===== src/rtl/sfx_mixer_if.sv =====
// Bundle of the sound-effect mixer request/response signals.
//   trig     : level-sensitive effect requests, one bit per channel
//   half_per : per-channel tone half-period, channel i at [i*PER_W +: PER_W]
//   dur      : per-channel effect length, channel i at [i*DUR_W +: DUR_W]
//   freeze   : pause all counting and mute the pin
//   pin      : speaker output
//   active   : per-channel remaining-count-nonzero flags
//   cur_ch   : channel currently driving pin (0 when idle)
//   busy     : any channel active
// master = game-event side, slave = mixer.
interface sfx_mixer_if #(
  parameter int unsigned NUM_CH = 4,
  parameter int unsigned CH_W   = 2,
  parameter int unsigned PER_W  = 20,
  parameter int unsigned DUR_W  = 24
);
  logic [NUM_CH-1:0]       trig;
  logic [NUM_CH*PER_W-1:0] half_per;
  logic [NUM_CH*DUR_W-1:0] dur;
  logic                    freeze;
  logic                    pin;
  logic [NUM_CH-1:0]       active;
  logic [CH_W-1:0]         cur_ch;
  logic                    busy;

  modport master (
    output trig, half_per, dur, freeze,
    input  pin, active, cur_ch, busy
  );

  modport slave (
    input  trig, half_per, dur, freeze,
    output pin, active, cur_ch, busy
  );
endinterface


===== src/rtl/sfx_mixer.sv =====
// Multi-channel one-shot square-wave sound-effect generator.
// Each channel counts down a programmable duration; the highest-index active
// channel drives the speaker pin with a square wave of its programmed
// half-period.
//   clk : system clock
//   rst : synchronous active-low reset
//   bus : sfx_mixer_if slave (trig/half_per/dur/freeze in; pin/active/cur_ch/busy out)
module sfx_mixer #(
  parameter int unsigned NUM_CH        = 4,
  parameter int unsigned CH_W          = 2,
  parameter int unsigned PER_W         = 20,
  parameter int unsigned DUR_W         = 24,
  parameter int unsigned RETRIGGER     = 0,
  parameter int unsigned PREEMPT_CLEAR = 1
) (
  input logic        clk,
  input logic        rst,
  sfx_mixer_if.slave bus
);

  logic [DUR_W-1:0]  rem_q [NUM_CH];
  logic [DUR_W-1:0]  rem_d [NUM_CH];
  logic [PER_W-1:0]  tcnt_q, tcnt_d;
  logic              pin_q, pin_d;
  logic [CH_W-1:0]   cur_q, cur_d;

  logic [NUM_CH-1:0] acc;
  logic [NUM_CH-1:0] clr;
  logic [NUM_CH-1:0] active_now;
  logic              busy_now;
  logic              top_valid;
  logic [CH_W-1:0]   top_idx;
  logic [PER_W-1:0]  top_hp;
  logic              top_acc;
  logic              restart;

  // Current-state flags.
  always_comb begin
    active_now = '0;
    for (int i = 0; i < NUM_CH; i++) begin
      active_now[i] = (rem_q[i] != '0);
    end
  end

  assign busy_now = |active_now;

  // Acceptance, preemption clears and next remaining counts.
  always_comb begin
    acc = '0;
    clr = '0;
    for (int i = 0; i < NUM_CH; i++) begin
      acc[i] = !bus.freeze && bus.trig[i] && (bus.dur[i*DUR_W +: DUR_W] != '0) &&
               ((rem_q[i] == '0) || (RETRIGGER != 0));
    end
    for (int i = 0; i < NUM_CH; i++) begin
      clr[i] = (PREEMPT_CLEAR != 0) && (|(acc >> (i + 1)));
    end
    for (int i = 0; i < NUM_CH; i++) begin
      rem_d[i] = rem_q[i];
      if (!bus.freeze) begin
        // A higher accepted channel wins over a simultaneous lower load.
        if (clr[i]) begin
          rem_d[i] = '0;
        end else if (acc[i]) begin
          rem_d[i] = bus.dur[i*DUR_W +: DUR_W];
        end else if (rem_q[i] != '0) begin
          rem_d[i] = rem_q[i] - DUR_W'(1);
        end
      end
    end
  end

  // Selection: highest index with a nonzero next-state count.
  always_comb begin
    top_valid = 1'b0;
    top_idx   = '0;
    top_hp    = '0;
    top_acc   = 1'b0;
    for (int i = 0; i < NUM_CH; i++) begin
      if (rem_d[i] != '0) begin
        top_valid = 1'b1;
        top_idx   = CH_W'(i);
        top_hp    = bus.half_per[i*PER_W +: PER_W];
        top_acc   = acc[i];
      end
    end
  end

  // The tone phase restarts on any selection change (idle<->active, preemption,
  // expiry handing over to a lower channel) and on a retrigger of the selected one.
  assign restart = (top_valid != busy_now) ||
                   (top_valid && (top_idx != cur_q)) ||
                   (top_valid && top_acc && busy_now && (top_idx == cur_q));

  always_comb begin
    tcnt_d = tcnt_q;
    pin_d  = pin_q;
    cur_d  = cur_q;
    if (!bus.freeze) begin
      cur_d = top_valid ? top_idx : '0;
      if (!top_valid || restart || (top_hp == '0)) begin
        tcnt_d = '0;
        pin_d  = 1'b0;
      end else if (tcnt_q >= top_hp - PER_W'(1)) begin
        // >= so a half-period shortened mid-effect toggles on the next edge.
        tcnt_d = '0;
        pin_d  = ~pin_q;
      end else begin
        tcnt_d = tcnt_q + PER_W'(1);
      end
    end
  end

  always_ff @(posedge clk) begin
    if (!rst) begin
      for (int i = 0; i < NUM_CH; i++) begin
        rem_q[i] <= '0;
      end
      tcnt_q <= '0;
      pin_q  <= 1'b0;
      cur_q  <= '0;
    end else begin
      rem_q  <= rem_d;
      tcnt_q <= tcnt_d;
      pin_q  <= pin_d;
      cur_q  <= cur_d;
    end
  end

  // Freeze mutes the pin without disturbing the held register value.
  assign bus.pin    = pin_q & ~bus.freeze;
  assign bus.active = active_now;
  assign bus.cur_ch = cur_q;
  assign bus.busy   = busy_now;

endmodule


===== src/flat_wrapper.sv =====
// flat-port wrapper written by rule: the top's interface ports become plain ports
module sfx_mixer_flat 
#(
  parameter int unsigned NUM_CH        = 4,
  parameter int unsigned CH_W          = 2,
  parameter int unsigned PER_W         = 20,
  parameter int unsigned DUR_W         = 24,
  parameter int unsigned RETRIGGER     = 0,
  parameter int unsigned PREEMPT_CLEAR = 1
)
  (clk, rst, bus_trig, bus_half_per, bus_dur, bus_freeze, bus_pin, bus_active, bus_cur_ch, bus_busy);
  sfx_mixer_if #(.NUM_CH(NUM_CH), .CH_W(CH_W), .PER_W(PER_W), .DUR_W(DUR_W)) bus_i ();
  input logic clk;
  input logic rst;
  input wire logic [$bits(bus_i.trig)-1:0] bus_trig;
  input wire logic [$bits(bus_i.half_per)-1:0] bus_half_per;
  input wire logic [$bits(bus_i.dur)-1:0] bus_dur;
  input wire logic [$bits(bus_i.freeze)-1:0] bus_freeze;
  output wire logic [$bits(bus_i.pin)-1:0] bus_pin;
  output wire logic [$bits(bus_i.active)-1:0] bus_active;
  output wire logic [$bits(bus_i.cur_ch)-1:0] bus_cur_ch;
  output wire logic [$bits(bus_i.busy)-1:0] bus_busy;
  assign bus_i.trig = bus_trig;
  assign bus_i.half_per = bus_half_per;
  assign bus_i.dur = bus_dur;
  assign bus_i.freeze = bus_freeze;
  assign bus_pin = bus_i.pin;
  assign bus_active = bus_i.active;
  assign bus_cur_ch = bus_i.cur_ch;
  assign bus_busy = bus_i.busy;
  sfx_mixer #(.NUM_CH(NUM_CH), .CH_W(CH_W), .PER_W(PER_W), .DUR_W(DUR_W), .RETRIGGER(RETRIGGER), .PREEMPT_CLEAR(PREEMPT_CLEAR)) u_core (.clk(clk), .rst(rst), .bus(bus_i));
endmodule

===== config.mk =====
export PLATFORM = sky130hd
export DESIGN_NAME = sfx_mixer_flat
export DESIGN_NICKNAME = d
export VERILOG_FILES = /design/src/rtl/sfx_mixer_if.sv /design/src/rtl/sfx_mixer.sv /design/src/flat_wrapper.sv
export SDC_FILE = /design/constraint.sdc
export NUM_CORES = 1
export LEC_CHECK = 0
export ABC_AREA = 1
export BUFFER_PORTS_ARGS = -buffer_cell sky130_fd_sc_hd__buf_2
export CORE_UTILIZATION = 35
export CTS_CLUSTER_SIZE = 28
export DETAILED_ROUTE_END_ITERATION = 7
export HOLD_SLACK_MARGIN = 0.15
export PLACE_DENSITY = 0.6
export SYNTH_ARGS = -nofsm -noshare
export SYNTH_HDL_FRONTEND = slang
export SYNTH_SLANG_ARGS = --single-unit

===== constraint.sdc =====
create_clock -name clk -period 10.66 [get_ports clk]
set_input_delay 0.533 -clock clk [delete_from_list [all_inputs] [get_ports clk]]
set_output_delay 0.533 -clock clk [all_outputs]
set_load 0.1 [all_outputs]

Word-level counts from Yosys, hierarchy flattened
Cells that the tools add are included.
{"block": "totals", "ff_bits": 119, "out_inout_bits": 8, "wordCells": 99}
{"block": "op_classes", "bitwise_logic": 3, "eq_ne": 3, "magnitude_cmp": 1, "add_sub_neg": 6, "reduce_logical": 44, "muxes": 35}
{"operator": "$mux W24", "count": 15}
{"operator": "$reduce_bool A24 Y1", "count": 12}
{"operator": "$mux W20", "count": 6}
{"operator": "$logic_not A24 Y1", "count": 4}
{"operator": "$sub A24 B1 Y24 const B", "count": 4}
{"operator": "$add A20 B1 Y20 const B", "count": 1}
{"operator": "$ge A20 B20 Y1", "count": 1}
{"operator": "$logic_not A20 Y1", "count": 1}
{"operator": "$sub A20 B1 Y20 const B", "count": 1}
{"operator": "$logic_and A1 B1 Y1", "count": 16}
{"operator": "$mux W1", "count": 11}
{"operator": "$mux W2", "count": 3}
{"operator": "$logic_or A1 B1 Y1", "count": 4}
{"operator": "$reduce_or A4 Y1", "count": 1}
{"operator": "$reduce_or A3 Y1", "count": 1}
{"operator": "$eq A2 B2 Y1", "count": 1}
{"operator": "$logic_not A1 Y1", "count": 2}
{"operator": "$ne A2 B2 Y1", "count": 1}
{"operator": "$not A1 Y1", "count": 2}
{"operator": "$reduce_and A2 Y1", "count": 1}
{"operator": "$reduce_bool A2 Y1", "count": 1}
{"operator": "$reduce_or A2 Y1", "count": 1}
{"operator": "$and A1 B1 Y1", "count": 1}
{"operator": "$ne A1 B1 Y1", "count": 1}

Longest topological paths before layout
{"block": "depth", "ltp_word": 20, "depth_mapped": 45, "mapped_depth_nobuf": 43}

Least setup slack after synthesis
Ideal clock, no wire load.
{"block": "synth_path", "path_type": "register to register", "startpoint": "register u_core.rem_q[0] (netlist name)", "endpoint": "register u_core.tcnt_q[12]", "path_buffers": 2, "slack_ps": 5008, "setup_time_ps": 62, "required_ps": 10598, "t_arrival_ps": 5591, "stages_incl_launch_ff": 41, "cell_sequence": "dfxtp_1 > inv_1 > ha_1 > inv_1 > nor2_2 > nand4_2 > nor2_2 > nor2_1 > nand3_1 > nand2_1 > nor2_1 > nand2_1 > nor2_1 > nand3_2 > buf_6 > nand2_1 > nand2_1 > o211ai_1 > [... 5 more ...] > inv_1 > nor2_4 > nand3_1 > xor2_1 > inv_1 > ha_1 > nand2_1 > nor2_1 > a2111oi_0 > o221ai_1 > a21oi_1 > o2111ai_1 > inv_1 > nand3_2 > nand2_4 > nand2_4 > buf_12 > nor2_4"}
{"item": "start: declaration", "line": "sfx_mixer.sv:21", "text": "logic [DUR_W-1:0] rem_q [NUM_CH];"}
{"item": "start signal: assignment", "line": "sfx_mixer.sv:123", "text": "rem_q <= rem_d;"}
{"item": "$reduce_bool A24 Y1 (*)", "line": "sfx_mixer.sv:41", "text": "active_now[i] = (rem_q[i] != '0);"}
{"item": "via bus_active[3]", "line": "flat_wrapper.sv:20", "text": "output wire logic [$bits(bus_i.active)-1:0] bus_active;"}
{"item": "parallel branches: the longest is 11 deep, another holds $sub A20 B1 Y20"}
{"item": "$mux W20 (*)", "line": "sfx_mixer.sv:101", "text": "if (!top_valid || restart || (top_hp == '0)) begin"}
{"item": "end signal: assignment", "line": "sfx_mixer.sv:124", "text": "tcnt_q <= tcnt_d;"}
{"item": "end: declaration", "line": "sfx_mixer.sv:23", "text": "logic [PER_W-1:0] tcnt_q, tcnt_d;"}
Mark *: on every way through the listed nets, which the timed path passes.
A chain may end at the register's enable or synchronous reset.

Final worst setup path
{"block": "layout_path", "startpoint": "register u_core.rem_q[24] (netlist name)", "endpoint": "register u_core.tcnt_q[16]"}
{"block": "layout_between", "elab_chain_len": 17}
{"item": "parallel branches: the longest is 16 deep, another holds $sub A24 B1 Y24"}
{"item": "$mux W20 (*)", "line": "sfx_mixer.sv:101"}
Every way passes the cells marked *.

==> reports/qor.csv <==
stage;metric;value;unit
yosys;synthArstFlopShare;0;%
clock_network;cts_hold_buffers;0;
yosys;synth.area.top_cells;nand2_1 20%, dfxtp_1 19%, nor2_1 13%;
worst_setup_path;cp_slowest_cell;nor2_2;
sta;setup_viol;0;
layout;nets;2567;
drt;wire_per_inst;16.9;um
yosys;synth_largest_area_cell;nand2_1;
sta;worst_slew_pin_slew;1.20;ns
yosys;synthMostInstantiatedCell;nand2_1;
die;initial_utilization;35.6;%
place;place_hpwl;38300;um
worst_setup_path;cp_max_fo;37;
worst_setup_path;cp_data_required_time;11.01;ns
grt;antenna_found_initial;3;
yosys;synthFlopType;dfxtp_1;
drt;wl_met3;3600;um
drt;drc_errors;0;
clock_network;cts_buffers;17;
die;die_w;190;um
pwr;p_leak;7.25;nW
grt;grt_max_degree;56;
worst_setup_path;crit_arrival;7.42;ns
sta;hold_violations;0;
job;drv_cap;0;
worst_setup_path;slowest_delay;0.95;ns
outcome;outcome;finished clean;
layout;drive_gt1_share;15.3;%
yosys;synth_warnings;0;
die;die_h;190;um
place;gp_congestion;0.965;
layout;fillers;3827;
worst_setup_path;endpoint_kind;register;
grt;grt_pass1_vias;13600;
drt;wl_met2;21800;um
drt;top_layer_used;met4;
sta;fin_skew;0.00880;ns
yosys;syn_avg_cell_area;5.59;um2
layout;multi_input_area;0.00863;mm2
drt;wl_met1;20400;um
sta;max_freq;142;MHz
yosys;netlist_area;0.0123;mm2
die;std_cell_rows;68;
clock_network;cts-root-buf;clkbuf_16;
clock_network;htreeDepth;4;
drt;ant_nets;0;
pwr;p_per_area;319;mW/mm2
layout;seqCellArea;0.00238;mm2
clock_network;cts_tree;built;
sta;rsz0062_at_grt;no;
die;core_area;0.0346;mm2
grt;grt_pass1_wl;73300;um
clock_network;cts_resized;0;
die;io_pins;191;
layout;area_growth;14.7;%
worst_setup_path;crit_type;register to register;
yosys;synth_seq_cells;119;
drt;drt_pass1_iterations;6;
sta;min_period_over_period;66.3;%
yosys;syn-instance-count;2205;
yosys;syn_nets;2416;
clock_network;clockBufferDepth;2;
min_path;hold_class;input port to register;
sta;final-max-slew-violation-count;0;
drt;wl;47700;um
worst_setup_path;cp-start-kind;register;
grt;globalRouteTotalUtil;26.2;%
place;portBuffers;190;
drt;vias;14800;
die;dieArea;0.0360;mm2
yosys;ys_top_cells_by_count;647 x nand2_1, 436 x nor2_1, 235 x inv_1;
place;dpl_worst_slack;3.47;ns
drt;drtIter0Drc;1418;
clock_network;post_cts_buffers;0;
yosys;synth.distinct_cells;57;
sta;final.setup.tns;0;ns
clock_network;clk_pin_slew;0.06;ns
grt;grt_overflow_total;0;
clock_network;worstSkewPairLatency;0.43;ns
sta;fin_ws;3.60;ns
drt;routed_via_density;5.24;
sta;min_period;7.06;ns
yosys;synth_edf_count;0;
sta;relSlewSlack;20.2;%
clock_network;clock_sinks;119;
yosys;ys_seq_area_share;19.3;%
yosys;synth_top_area_share;19.7;%
pwr;peakVddDrop;139;uV
==> critical path, delay by kind of cell (launching register included) <==
kind | cells | cell delay, ns
XOR/XNOR | 1 | 0.14
AO/OA/AOI/OAI | 6 | 1.26
AND/OR/NAND/NOR | 22 | 3.54
adder cells (fa/ha/maj) | 3 | 0.78
buffers and inverters | 7 | 0.84
flip-flops | 1 | 0.37
==> cells by family (layout without fill, tap and decap cells) <==
kind of cell    Yosys count  count (layout)  synth area share, %
buf+inv                 315             478                 10.7
simple gates           1526            1526                 55.4
xor+xnor                 64              64                 4.55
flops                   119             119                 19.3
other cells               0               3                    0
compound gates          150             150                 7.01
mux                       3               3                0.244
fa+ha+maj                28              28                 2.84
==> layer usage <==
metal  global-route usage [%]  vias up
met2                     43.5      646
met5                        0        -
met3                     4.10      104
met1                     33.6     6740
li1                         -     7314
met4                     11.4        0
==> layout make-up <==
type	count	area share (%)
diodes	3	0.0531
clock buffers	17	3.01
clock inverters	14	1.30
inverters	251	6.67
multi-input cells	1771	61.0
flip-flops and latches	119	16.8
well taps	455	4.03
repair buffers	196	7.06
==> power by group <==
group	switching (mW)	internal, mW
combinational	2.18	1.02
clock	0.224	0.387
sequential	0.145	0.554
total	2.55	1.96
==> cells in the final DEF (no fill, tap or decap), drive strengths merged <==
master / count
o22ai: 2
a2111oi: 1
buf: 196
nor4: 3
o21ai: 51
nand4: 74
mux2i: 3
and2: 2
o2111ai: 1
dfxtp: 119
or2: 21
a221oi: 1
inv: 250
o32ai: 1
nor2: 486
diode: 3
xnor2: 22
a2bb2oi: 1
ha: 28
a21o: 7
nand3b: 14
a31oi: 1
o221ai: 1
o31ai: 1
nor3b: 1
bufinv: 4
a22oi: 1
clkbuf: 17
and3: 2
clkinvlp: 4
o211ai: 14
xor2: 42
nand3: 233
a21boi: 3
a22o: 1
clkinv: 7
nand2: 672
o21bai: 3
a21oi: 60
nor3: 18
==> metrics by stage <==
step	area, um2	total power [mW]	util [%]	hold WS, ns	cells
final	14100	4.51	40.8	0.465	2826
after global routing	14100	4.94	40.8	0.461	2825
after CTS	14100	4.46	40.8	0.457	2823
after detailed placement	13500	3.84	39.1	0.490	2792
after global placement	13500	3.83	39.1	0.477	2792
after floorplan	12300	3.09	-	0.457	2205
==> sequential cells by signal, summed over array words and instances (netlist names) <==
signal             cells
u_core.bus.cur_ch      2
u_core.pin_q           1
u_core.rem_q          96
u_core.tcnt_q         20
==> path summary, 6_finish.rpt <==
kind / start / endpoint / slack (ns) / cells after the start
worst max register to register: u_core.rem_q[24]$_SDFF_PN0_ / u_core.tcnt_q[16]$_SDFFE_PN0N_ / 3.60 / 39
worst max-delay path: u_core.rem_q[24]$_SDFF_PN0_ / u_core.tcnt_q[16]$_SDFFE_PN0N_ / 3.60 / 39
worst min register to register: u_core.tcnt_q[19]$_SDFFE_PN0N_ / u_core.tcnt_q[19]$_SDFFE_PN0N_ / 0.49 / 2
worst min-delay path: rst / u_core.pin_q$_SDFFE_PN0P_ / 0.47 / 3
No activity file was read; power rests on OpenSTA's default activity.
